**config.mk**
```make
export PLATFORM = sky130hd
export DESIGN_NAME = rvga_debugbus_monitor_flat
export DESIGN_NICKNAME = d
export VERILOG_FILES = /design/src/rtl/rvga_debugbus_if.sv /design/src/rtl/rvga_debugbus_monitor.sv /design/src/flat_wrapper.sv
export SDC_FILE = /design/constraint.sdc
export NUM_CORES = 1
export LEC_CHECK = 0
export CAP_MARGIN = 30
export CORE_AREA = 2 2 213 215
export DETAILED_ROUTE_END_ITERATION = 16
export DIE_AREA = 0 0 215 217
export GPL_ROUTABILITY_DRIVEN = 0
export PLACE_DENSITY = 0.59
export SETUP_SLACK_MARGIN = 0.05
export SLEW_MARGIN = 20
export SYNTH_ARGS = -nofsm -noshare
export SYNTH_HDL_FRONTEND = slang
export SYNTH_SLANG_ARGS = --single-unit
```
**constraint.sdc**
```tcl
create_clock -name clk_i -period 3.28 [get_ports clk_i]
set_input_delay 0.656 -clock clk_i [delete_from_list [all_inputs] [get_ports clk_i]]
set_output_delay 0.656 -clock clk_i [all_outputs]
set_load 0.01 [all_outputs]
```
**src/rtl/rvga_debugbus_if.sv**
```systemverilog
// Debug bus carrying the decoded fields of one retiring instruction.
// The monitor uses the sink-side modport i.
interface rvga_debugbus_if;
  logic [6:0] opcode;
  logic [2:0] inst_type;
  logic [2:0] brop;
  logic [2:0] ldop;
  logic [1:0] strop;
  logic [3:0] artop;

  modport i (input opcode, inst_type, brop, ldop, strop, artop);
  modport o (output opcode, inst_type, brop, ldop, strop, artop);
endinterface

```
**src/rtl/rvga_debugbus_monitor.sv**
```systemverilog
// Retired-instruction monitor: saturating per-class event counters plus a
// trace FIFO of {opcode, subop} entries with a sticky overflow flag.
module rvga_debugbus_monitor #(
  parameter int DEPTH = 8,
  parameter int CNT_W = 32
) (
  input  logic             clk_i,
  input  logic             rst_ni,
  rvga_debugbus_if.i       dbg,
  input  logic             dbg_v_i,
  input  logic             clr_i,
  output logic [CNT_W-1:0] cnt_total_o,
  output logic [CNT_W-1:0] cnt_br_o,
  output logic [CNT_W-1:0] cnt_ld_o,
  output logic [CNT_W-1:0] cnt_st_o,
  output logic [CNT_W-1:0] cnt_art_o,
  output logic             trace_v_o,
  output logic [10:0]      trace_data_o,
  input  logic             trace_rdy_i,
  output logic             trace_ovf_o,
  output logic             cnt_sat_o
);

  localparam int AW = $clog2(DEPTH);
  localparam int OW = AW + 1;
  localparam int NC = 5;

  localparam logic [6:0] OPC_BRANCH = 7'b1100011;
  localparam logic [6:0] OPC_LOAD   = 7'b0000011;
  localparam logic [6:0] OPC_STORE  = 7'b0100011;
  localparam logic [6:0] OPC_OP     = 7'b0110011;
  localparam logic [6:0] OPC_OPIMM  = 7'b0010011;

  // cls_hit bit order: 0 branch, 1 load, 2 store, 3 arith
  logic [3:0] cls_hit;
  logic [3:0] subop;

  always_comb begin
    cls_hit = 4'b0000;
    subop   = 4'h0;
    case (dbg.opcode)
      OPC_BRANCH: begin
        cls_hit[0] = 1'b1;
        subop      = {1'b0, dbg.brop};
      end
      OPC_LOAD: begin
        cls_hit[1] = 1'b1;
        subop      = {1'b0, dbg.ldop};
      end
      OPC_STORE: begin
        cls_hit[2] = 1'b1;
        subop      = {2'b00, dbg.strop};
      end
      OPC_OP, OPC_OPIMM: begin
        cls_hit[3] = 1'b1;
        subop      = dbg.artop;
      end
      default: ;
    endcase
  end

  // Counter 0 is the total; counters 1..4 follow cls_hit order.
  logic [NC-1:0]    inc;
  logic [NC-1:0]    sat_hit;
  logic [CNT_W-1:0] cnt_val [NC];

  assign inc = {cls_hit, 1'b1} & {NC{dbg_v_i & ~clr_i}};

  for (genvar gi = 0; gi < NC; gi++) begin : g_cnt
    logic [CNT_W-1:0] count;
    logic             at_max;

    assign at_max      = (count == {CNT_W{1'b1}});
    assign sat_hit[gi] = inc[gi] & at_max;
    assign cnt_val[gi] = count;

    always_ff @(posedge clk_i or negedge rst_ni) begin
      if (!rst_ni) begin
        count <= '0;
      end else if (clr_i) begin
        count <= '0;
      end else if (inc[gi] && !at_max) begin
        count <= count + CNT_W'(1);
      end
    end
  end

  assign cnt_total_o = cnt_val[0];
  assign cnt_br_o    = cnt_val[1];
  assign cnt_ld_o    = cnt_val[2];
  assign cnt_st_o    = cnt_val[3];
  assign cnt_art_o   = cnt_val[4];

  logic sat_flag;

  always_ff @(posedge clk_i or negedge rst_ni) begin
    if (!rst_ni) begin
      sat_flag <= 1'b0;
    end else if (clr_i) begin
      sat_flag <= 1'b0;
    end else if (|sat_hit) begin
      sat_flag <= 1'b1;
    end
  end

  assign cnt_sat_o = sat_flag;

  // Trace FIFO; the push side ignores clr_i, only the overflow flag is cleared.
  logic [10:0]   mem [DEPTH];
  logic [AW-1:0] wr_ptr;
  logic [AW-1:0] rd_ptr;
  logic [OW-1:0] occ;
  logic          full;
  logic          empty;
  logic          pop;
  logic          push_ok;
  logic          drop;
  logic          ovf_flag;

  assign full    = (occ == OW'(DEPTH));
  assign empty   = (occ == '0);
  assign pop     = ~empty & trace_rdy_i;
  assign push_ok = dbg_v_i & (~full | pop);
  assign drop    = dbg_v_i & full & ~pop;

  always_ff @(posedge clk_i) begin
    if (push_ok) begin
      mem[wr_ptr] <= {dbg.opcode, subop};
    end
  end

  always_ff @(posedge clk_i or negedge rst_ni) begin
    if (!rst_ni) begin
      wr_ptr <= '0;
      rd_ptr <= '0;
      occ    <= '0;
    end else begin
      if (push_ok) begin
        wr_ptr <= wr_ptr + AW'(1);
      end
      if (pop) begin
        rd_ptr <= rd_ptr + AW'(1);
      end
      case ({push_ok, pop})
        2'b10:   occ <= occ + OW'(1);
        2'b01:   occ <= occ - OW'(1);
        default: ;
      endcase
    end
  end

  always_ff @(posedge clk_i or negedge rst_ni) begin
    if (!rst_ni) begin
      ovf_flag <= 1'b0;
    end else if (clr_i) begin
      ovf_flag <= 1'b0;
    end else if (drop) begin
      ovf_flag <= 1'b1;
    end
  end

  assign trace_ovf_o  = ovf_flag;
  assign trace_v_o    = ~empty;
  assign trace_data_o = empty ? 11'h000 : mem[rd_ptr];

endmodule

```
**src/flat_wrapper.sv**
```systemverilog
// flat-port wrapper written by rule: the top's interface ports become plain ports
module rvga_debugbus_monitor_flat 
#(
  parameter int DEPTH = 8,
  parameter int CNT_W = 32
)
  (clk_i, rst_ni, dbg_v_i, clr_i, cnt_total_o, cnt_br_o, cnt_ld_o, cnt_st_o, cnt_art_o, trace_v_o, trace_data_o, trace_rdy_i, trace_ovf_o, cnt_sat_o, dbg_opcode, dbg_inst_type, dbg_brop, dbg_ldop, dbg_strop, dbg_artop);
  rvga_debugbus_if dbg_i ();
  input  logic clk_i;
  input  logic rst_ni;
  input  logic dbg_v_i;
  input  logic clr_i;
  output logic [CNT_W-1:0] cnt_total_o;
  output logic [CNT_W-1:0] cnt_br_o;
  output logic [CNT_W-1:0] cnt_ld_o;
  output logic [CNT_W-1:0] cnt_st_o;
  output logic [CNT_W-1:0] cnt_art_o;
  output logic trace_v_o;
  output logic [10:0] trace_data_o;
  input  logic trace_rdy_i;
  output logic trace_ovf_o;
  output logic cnt_sat_o;
  input wire logic [$bits(dbg_i.opcode)-1:0] dbg_opcode;
  input wire logic [$bits(dbg_i.inst_type)-1:0] dbg_inst_type;
  input wire logic [$bits(dbg_i.brop)-1:0] dbg_brop;
  input wire logic [$bits(dbg_i.ldop)-1:0] dbg_ldop;
  input wire logic [$bits(dbg_i.strop)-1:0] dbg_strop;
  input wire logic [$bits(dbg_i.artop)-1:0] dbg_artop;
  assign dbg_i.opcode = dbg_opcode;
  assign dbg_i.inst_type = dbg_inst_type;
  assign dbg_i.brop = dbg_brop;
  assign dbg_i.ldop = dbg_ldop;
  assign dbg_i.strop = dbg_strop;
  assign dbg_i.artop = dbg_artop;
  rvga_debugbus_monitor #(.DEPTH(DEPTH), .CNT_W(CNT_W)) u_core (.clk_i(clk_i), .rst_ni(rst_ni), .dbg(dbg_i), .dbg_v_i(dbg_v_i), .clr_i(clr_i), .cnt_total_o(cnt_total_o), .cnt_br_o(cnt_br_o), .cnt_ld_o(cnt_ld_o), .cnt_st_o(cnt_st_o), .cnt_art_o(cnt_art_o), .trace_v_o(trace_v_o), .trace_data_o(trace_data_o), .trace_rdy_i(trace_rdy_i), .trace_ovf_o(trace_ovf_o), .cnt_sat_o(cnt_sat_o));
endmodule
```
Yosys cells after proc, flatten, opt, wreduce, memory -nomap -nowiden
Memory sizes are Yosys's and may differ from the RTL's.
Index checks and enable logic that the tools add are counted.
Word-level totals
  register bits: 172
  latch bits: 0
  RAM bits: 88
  memory bits (read-only): 0
  input bits: 27
  output and inout bits: 174
  word-level logic and storage cells: 93
  memories: 1
Cells by class
  add/sub/neg operators: 9
  $mul: 0
  divide/modulo/power cells: 0
  order comparisons: 0
  equality and inequality tests: 13
  shifts and indexed selects: 0
  muxes and demuxes: 23
  bitwise logic cells: 16
  reductions and logical operators: 21
Memory list
  u_core.mem: depth 8, bits a word 11, read ports 1, clocked after memory_dff 0, write ports 1, RTL line rvga_debugbus_monitor.sv:109  | logic [10:0] mem [DEPTH];
Operator list (count)
  32-bit 2-to-1 mux: 10
  32-bit by 1-bit adder with 32-bit output, second input constant: 5
  32-bit == test, second input constant: 5
  4-bit case mux with 4 select lines: 1
  2-bit nonzero test: 8
  7-bit by 6-bit == test with 1-bit output, second input constant: 2
  11-bit 2-to-1 mux: 1
  1-bit bitwise AND: 10
  1-bit 2-to-1 mux: 10
  4-bit case mux with 2 select lines: 1
  7-bit by 2-bit == test with 1-bit output, second input constant: 1
  7-bit by 5-bit == test with 1-bit output, second input constant: 1
  7-bit == test, second input constant: 1
  3-bit by 1-bit adder with 3-bit output, second input constant: 2
  5-bit bitwise AND: 1
  1-bit logical AND: 5
  1-bit zero test: 5
  5-bit OR reduction: 1
  4-bit by 1-bit adder with 4-bit output, second input constant: 1
  4-bit == test, second input constant: 1
  4-bit zero test: 1
  1-bit inverter: 4
  4-bit by 1-bit subtractor with 4-bit output, second input constant: 1
  2-bit by 1-bit == test with 1-bit output, second input constant: 1
  other kinds (3): 3

Longest topological paths before layout
Gate-level depths: netlist of run 1.
  depth in word-level cells: 8
  mapped depth: 10
  mapped depth without buffers: 9

Worst setup path before layout of run 1
OpenSTA, ideal clock, no wires.
  path type: register -> output
  start: register u_core.rd_ptr[0]
  end: output trace_data_o[2]
  arrival: 1.899 ns
  data required time: 2.624 ns
  path slack: 0.725 ns
  cell stages (with the launch flop): 6
  path buffers: 2
  path through: dfrtp_1 -> clkbuf_1 -> buf_1 -> mux4_2 -> mux2i_1 -> nor2_1
On the way
  cells in the longest elaborated chain, start to end: 2
Ends and longest elaborated chain
  start, declared: RTL line rvga_debugbus_monitor.sv:111  | logic [AW-1:0] rd_ptr;
  start signal, assigned: RTL line rvga_debugbus_monitor.sv:142  | rd_ptr <= rd_ptr + AW'(1);
  memory read 8 x 11 bit
  11-bit 2-to-1 mux: RTL line rvga_debugbus_monitor.sv:164  | assign trace_data_o = empty ? 11'h000 : mem[rd_ptr];
  end, declared: RTL line flat_wrapper.sv:19  | output logic [10:0] trace_data_o;
Every way passes these cells.

Worst setup path in the final report of run 1
  start: register u_core.rd_ptr[0]
  end: output trace_data_o[10]
The elaborated chain is that of the path after synthesis.

==> results of run 1 <==
state kept, by name, indices dropped and copies added, names as in the netlist:
name	count
u_core.mem	88
u_core.cnt_art_o	32
u_core.cnt_br_o	32
u_core.cnt_ld_o	32
u_core.cnt_st_o	32
u_core.cnt_total_o	32
u_core.occ	4
u_core.rd_ptr	3
u_core.wr_ptr	3
u_core.cnt_sat_o	1
u_core.trace_ovf_o	1
area by class of cell:
type / count / area [um^2]
multi-input cells: 875 / 5810
diodes: 1 / 2.50
clock buffers: 40 / 830
repair buffers: 275 / 2640
fillers: 4452 / 27400
flip-flops and latches: 260 / 6950
clock inverters: 15 / 159
well taps: 600 / 751
inverters: 34 / 128
power by group through the flow:
stage	logic [mW]	registers, mW	clock network, mW
final	1.67	3.75	3.36
after global routing	1.82	3.78	3.61
after CTS	1.67	3.74	3.47
after detailed placement	1.60	3.80	0
after global placement	1.57	3.78	0
after floorplan	0.946	3.73	0
what timing repair did:
action | in CTS | in global routing
gates resized for setup | 1 | 4
endpoints found under the setup margin | 3 | 8
gates cloned | 1 | 1
pin swaps | 0 | 0
setup buffers | 1 | 1
worst max-delay path, cell delays in order (launching register included):
cell and delay [ns]:
dfrtp_2 0.50, buf_12 0.17, mux4_2 0.51, mux2i_1 0.21, nor2_1 0.06, clkdlybuf4s50_1 0.48
worst paths after layout:
kind / depth (start not counted) / start / endpoint / slack (ns)
setup / recovery: 5 / u_core.rd_ptr[0]$_DFFE_PN0N_ / trace_data_o[10] / 0.13
hold / removal: 1 / rst_ni / u_core.cnt_st_o[10]$_DFFE_PN0P_ / 0.11
setup reg to reg: 8 / u_core.cnt_br_o[0]$_DFFE_PN0P_ / u_core.cnt_br_o[1]$_DFFE_PN0P_ / 0.56
hold reg to reg: 1 / u_core.wr_ptr[0]$_DFFE_PN0P_ / u_core.wr_ptr[0]$_DFFE_PN0P_ / 0.52
max in group asynchronous: 2 / rst_ni / u_core.rd_ptr[0]$_DFFE_PN0N_ / 2.39
min in group clk_i: 1 / u_core.wr_ptr[0]$_DFFE_PN0P_ / u_core.wr_ptr[0]$_DFFE_PN0P_ / 0.52
layer usage:
metal  vias to the layer above  track usage (%)
li1                       5237                -
met1                      5521             20.8
met2                       290             25.6
met3                        62             4.96
met4                         2             4.55
met5                         -                0
stage by stage:
step	instance area, um^2	hold WS [ns]	instances
after floorplan	13100	0.360	1234
after global placement	16200	0.504	2038
after detailed placement	16200	0.506	2040
after CTS	17200	0.124	2097
after global routing	17300	0.150	2099
final	17300	0.105	2100
synth_stat cells, types with 14 or more instances:
cell type,number,area [um^2]
dfrtp_1,172,4300
a21oi_1,116,581
edfxtp_1,88,2640
nand2_1,78,293
nor2_1,77,289
nand3_1,63,315
o31ai_1,60,450
or4_1,60,450
or3_1,59,369
o21ai_0,57,285
clkbuf_1,46,173
nand4_1,43,269
inv_1,34,128
and3_1,22,138
mux2i_1,22,220
mux4_2,22,495
nor4_1,20,125
and4_1,16,140
nor3_1,16,80.1
mux2_2,15,169
xor2_1,14,123
cell families (layout without fill, tap and decap cells):
group	after synthesis	in the layout	synth area share [%]
simple gates	507	507	21.9
compound gates	277	277	12.9
flops	260	260	52.9
buf+inv	99	364	3.25
mux	59	59	6.73
xor+xnor	24	24	1.60
fa+ha+maj	8	8	0.762
other cells	0	1	0
==> impl_metrics.csv, run 1 <==
group,metric,value,unit
run_status,status,"complete, no violations",
clock_network,cts_sinks,260,
global_routing,grt_max_degree,70,
sta,period_share,96.0,%
critical_path,cp_max_fo,6,
power_and_ir_drop,p_sw_share,26.3,%
logic_synthesis,async_reset_ff_share,66.2,%
clock_network,clock_latency,0.56,ns
logic_synthesis,synth_area,13100,um^2
sta,timing.fmax,318,MHz
min_path,min_path_type,"in2async",
power_and_ir_drop,p_int,6.48,mW
clock_network,hold_buffers,0,
power_and_ir_drop,peakVddDrop,0.384,mV
drt,ant_nets,0,
drt,top_layer_used,"met5",
drt,dr.first_iter.drc_count,616,
critical_path,endpoint_kind,"primary output",
floorplanning,rows,78,
power_and_ir_drop,switching_power,2.31,mW
floorplanning,core,44700,um^2
floorplanning,die-height,217,um
layout,final_util,38.6,%
floorplanning,start_util,29.4,%
critical_path,start_kind,"register",
logic_synthesis,avgSynthCellArea,10.6,um^2
layout,area.growth.synth_to_final,31.4,%
logic_synthesis,ys_seq_area_share,52.9,%
drt,num_vias,11100,
clock_network,clk_pin_slew,0.06,ns
sta,rsz0062_at_grt,"true",
power_and_ir_drop,power_density,509,nW/um^2
global_routing,antenna_found_initial,2,
layout,layout_common_cells,"193 x clkdlybuf4s50_1, 171 x dfrtp_1, 116 x a21oi_1, 88 x edfxtp_1, 78 x nand2_1",
drt,wl_per_cell,18.1,um
placed_design,io_buffers,197,
critical_path,critPathRequiredTime,2.62,ns
layout,final_nets,1511,
drt,firstDrtPassIters,7,
logic_synthesis,synth_cell_type_count,67,
logic_synthesis,yosysWarnings,0,
logic_synthesis,syn_nets,1269,
drt,via_per_inst,5.29,
floorplanning,num_io_pins,201,
logic_synthesis,syn_inst,1234,
power_and_ir_drop,clkPwrFrac,38.3,%
drt,route.met3.wl,3200,um
sta,slew_violations,0,
sta,tightestPinTransition,0.813,ns
critical_path,arrival,2.49,ns
clock_network,cts_made_buffers,30,
drt,routed_wl,38000,um
clock_network,clk_path_buf_depth,3,
placed_design,pre_cts_ws,-0.115,ns
drt,met2WireLength,17500,um
power_and_ir_drop,seqPwrFrac,42.7,%
power_and_ir_drop,p_leak,6.14,nW
global_routing,track_usage,16.0,%
critical_path,path_class,"reg2out",
sta,finalCriticalPeriod,3.15,ns
global_routing,grt_pass1_wl,60600,um
global_routing,overflow,0,
placed_design,dp_hpwl,26100,um
power_and_ir_drop,combPwrFrac,19.0,%
logic_synthesis,synthFlopType,"dfrtp_1",
sta,skew,0.0141,ns
clock_network,cts_tree,"built",
power_and_ir_drop,power,8.78,mW
clock_network,root_buffer,"clkbuf_16",
logic_synthesis,synth-edff-count,88,
floorplanning,die-area,46700,um^2
global_routing,first_global_vias,11000,
clock_network,htreeDepth,1,
layout,layout-drive-gt1-share,12.4,%
sta,slew-limit-headroom,44.9,%
drt,m1WireLength,16500,um
sta,final.setup.worst_slack,0.131,ns
logic_synthesis,ys_seq_elements,260,
sta,setup_tns,0,ns
layout,final_common_cell,"clkdlybuf4s50_1",
sta,setup_viol,0,
sta,finalHoldViolations,0,
job,cap_violations,0,
drt,drc,0,
floorplanning,die_w,215,um
No activity file was read; power rests on OpenSTA's default activity.
==> run 2, diff against run 1 <==
--- a/config.mk
+++ b/config.mk
@@ -10,6 +10,7 @@
 export DETAILED_ROUTE_END_ITERATION = 16
 export DIE_AREA = 0 0 215 217
 export GPL_ROUTABILITY_DRIVEN = 0
+export MAX_ROUTING_LAYER = met4
 export PLACE_DENSITY = 0.59
 export SETUP_SLACK_MARGIN = 0.05
 export SLEW_MARGIN = 20
==> run 2 against run 1 <==
Register-to-register slack worse by 0.02 ns; cell area barely moved; non-clock buffer count did not move; worst setup slack is essentially flat; sequential power hardly changed; critical path depth stayed put; critical endpoint is now trace_data_o[3]; die area did not move; first-iteration DRC count shrank 3.1%; via count is 0.50% lower; count of clock-buffer cells in the layout unchanged; cell count about the same; utilization about the same.
==> impl_metrics.csv, run 2 (synthesized netlist as in run 1, its figures left out) <==
group,metric,value,unit
sta,setup_tns,0,ns
clock_network,clk_pin_slew,0.06,ns
clock_network,clock_latency,0.56,ns
placed_design,place_inst,2040,
drt,drc,0,
drt,routed_wl,38000,um
layout,layout-drive-gt1-share,12.4,%
drt,wl_per_cell,18.1,um
sta,skew,0.0140,ns
sta,slew-limit-headroom,45.0,%
run_status,status,"complete, no violations",
sta,period_share,96.0,%
clock_network,htreeDepth,1,
critical_path,path_class,"reg2out",
clock_network,cts_tree,"built",
floorplanning,die-height,217,um
critical_path,cpPeakStageDelay,0.50,ns
layout,fillers,4452,
sta,finalHoldViolations,0,
power_and_ir_drop,power_density,509,nW/um^2
critical_path,cp_max_fo,5,
drt,via_per_inst,5.26,
layout,regMostFlops,"u_core.mem",
power_and_ir_drop,clkPwrFrac,38.4,%
clock_network,cts_sinks,260,
global_routing,track_usage,16.5,%
global_routing,grt_max_degree,70,
sta,finalCriticalPeriod,3.15,ns
sta,final.setup.worst_slack,0.131,ns
clock_network,hold_buffers,0,
clock_network,cts_made_buffers,30,
critical_path,critPathRequiredTime,2.62,ns
placed_design,io_buffers,197,
layout,layout_common_cells,"193 x clkdlybuf4s50_1, 171 x dfrtp_1, 116 x a21oi_1, 88 x edfxtp_1, 78 x nand2_1",
critical_path,critPathBufInv,2,
drt,num_vias,11100,
critical_path,arrival,2.49,ns
placed_design,dp_hpwl,26100,um
global_routing,use_met2,25.5,%
floorplanning,core,44700,um^2
critical_path,cp_slowest_cell,"dfrtp_2",
critical_path,start_kind,"register",
job,cap_violations,0,
drt,dr.first_iter.drc_count,597,
layout,final_common_cell,"clkdlybuf4s50_1",
floorplanning,start_util,29.4,%
sta,setup_viol,0,
placed_design,dpl_cell_area,16200,um^2
sta,tightestPinTransition,0.812,ns
power_and_ir_drop,combPwrFrac,19.0,%
power_and_ir_drop,seqPwrFrac,42.6,%
layout,final_cell_count_no_fill,2101,
global_routing,overflow,0,
sta,rsz0062_at_grt,"true",
critical_path,crit_chain,"clkbuf_16 -> mux4_2 -> mux2i_1 -> nor2_1 -> clkdlybuf4s50_1",
global_routing,antenna_found_initial,2,
drt,ant_nets,0,
clock_network,root_buffer,"clkbuf_16",
critical_path,critPathTopFamily,"buffers and inverters",
global_routing,first_global_vias,11000,
clock_network,clk_path_buf_depth,3,
floorplanning,die-area,46700,um^2
sta,slew_violations,0,
layout,design_area,17300,um^2
power_and_ir_drop,p_sw_share,26.4,%
floorplanning,rows,78,
drt,firstDrtPassIters,5,
global_routing,grt_pass1_wl,60700,um
placed_design,pre_cts_ws,-0.115,ns
layout,area.growth.synth_to_final,31.5,%
floorplanning,die_w,215,um
floorplanning,num_io_pins,201,
layout,final_nets,1511,
global_routing,gr-usage-met1,21.0,%
sta,timing.fmax,318,MHz
power_and_ir_drop,p_leak,6.14,nW
sta,whs,0.111,ns
power_and_ir_drop,peakVddDrop,0.384,mV
global_routing,use_met3,4.92,%
critical_path,endpoint_kind,"primary output",
min_path,min_path_type,"in2async",
global_routing,busiest_layer,"met2",
layout,largest_register_ffs,88,
power_and_ir_drop,p_int,6.48,mW
power_and_ir_drop,switching_power,2.32,mW
## run 2: area by class of cell
type	count	area [um^2]	share of cell area [%]
well taps	600	751	4.35
inverters	34	128	0.739
repair buffers	275	2640	15.3
multi-input cells	875	5810	33.6
clock inverters	15	159	0.920
flip-flops and latches	260	6950	40.2
diodes	2	5.00	0.0290
clock buffers	40	830	4.80
## run 2: path summary, 6_finish.rpt
kind	from	end	slack, ns	depth (start not counted)
setup / recovery	u_core.rd_ptr[0]$_DFFE_PN0N_	trace_data_o[3]	0.13	5
hold / removal	rst_ni	u_core.cnt_st_o[10]$_DFFE_PN0P_	0.11	1
setup reg to reg	u_core.cnt_br_o[0]$_DFFE_PN0P_	u_core.cnt_br_o[1]$_DFFE_PN0P_	0.54	8
hold reg to reg	u_core.wr_ptr[0]$_DFFE_PN0P_	u_core.wr_ptr[0]$_DFFE_PN0P_	0.52	1
max in group asynchronous	rst_ni	u_core.rd_ptr[0]$_DFFE_PN0N_	2.38	2
min in group clk_i	u_core.wr_ptr[0]$_DFFE_PN0P_	u_core.wr_ptr[0]$_DFFE_PN0P_	0.52	1
## run 2: power groups by stage
stage | sequential (mW) | combinational [mW] | clock, mW
2_1_floorplan | 3.73 | 0.946 | 0
3_3_place_gp | 3.78 | 1.57 | 0
6_report | 3.75 | 1.67 | 3.37
4_1_cts | 3.74 | 1.67 | 3.47
5_1_grt | 3.77 | 1.82 | 3.60
3_5_place_dp | 3.80 | 1.60 | 0
## run 2: through the flow
step	power, mW	utilization [%]
finish	8.79	38.6
global route	9.20	38.6
CTS	8.88	38.5
detailed placement	5.40	36.2
global placement	5.35	36.2
floorplan	4.68	-
## run 2: layer usage
| layer | part of all wire [%] | wire (um) |
|---|---|---|
| met4 | 2.2 | 840 |
| met2 | 46 | 17400 |
| met1 | 44 | 16800 |
| met3 | 7.8 | 2970 |
| met5 | 0 | 0 |
## run 2: what timing repair did
action	4_1_cts	5_1_grt
resized for setup	1	4
endpoints found under the setup margin	3	8
cloned	1	1
setup buffers	1	1
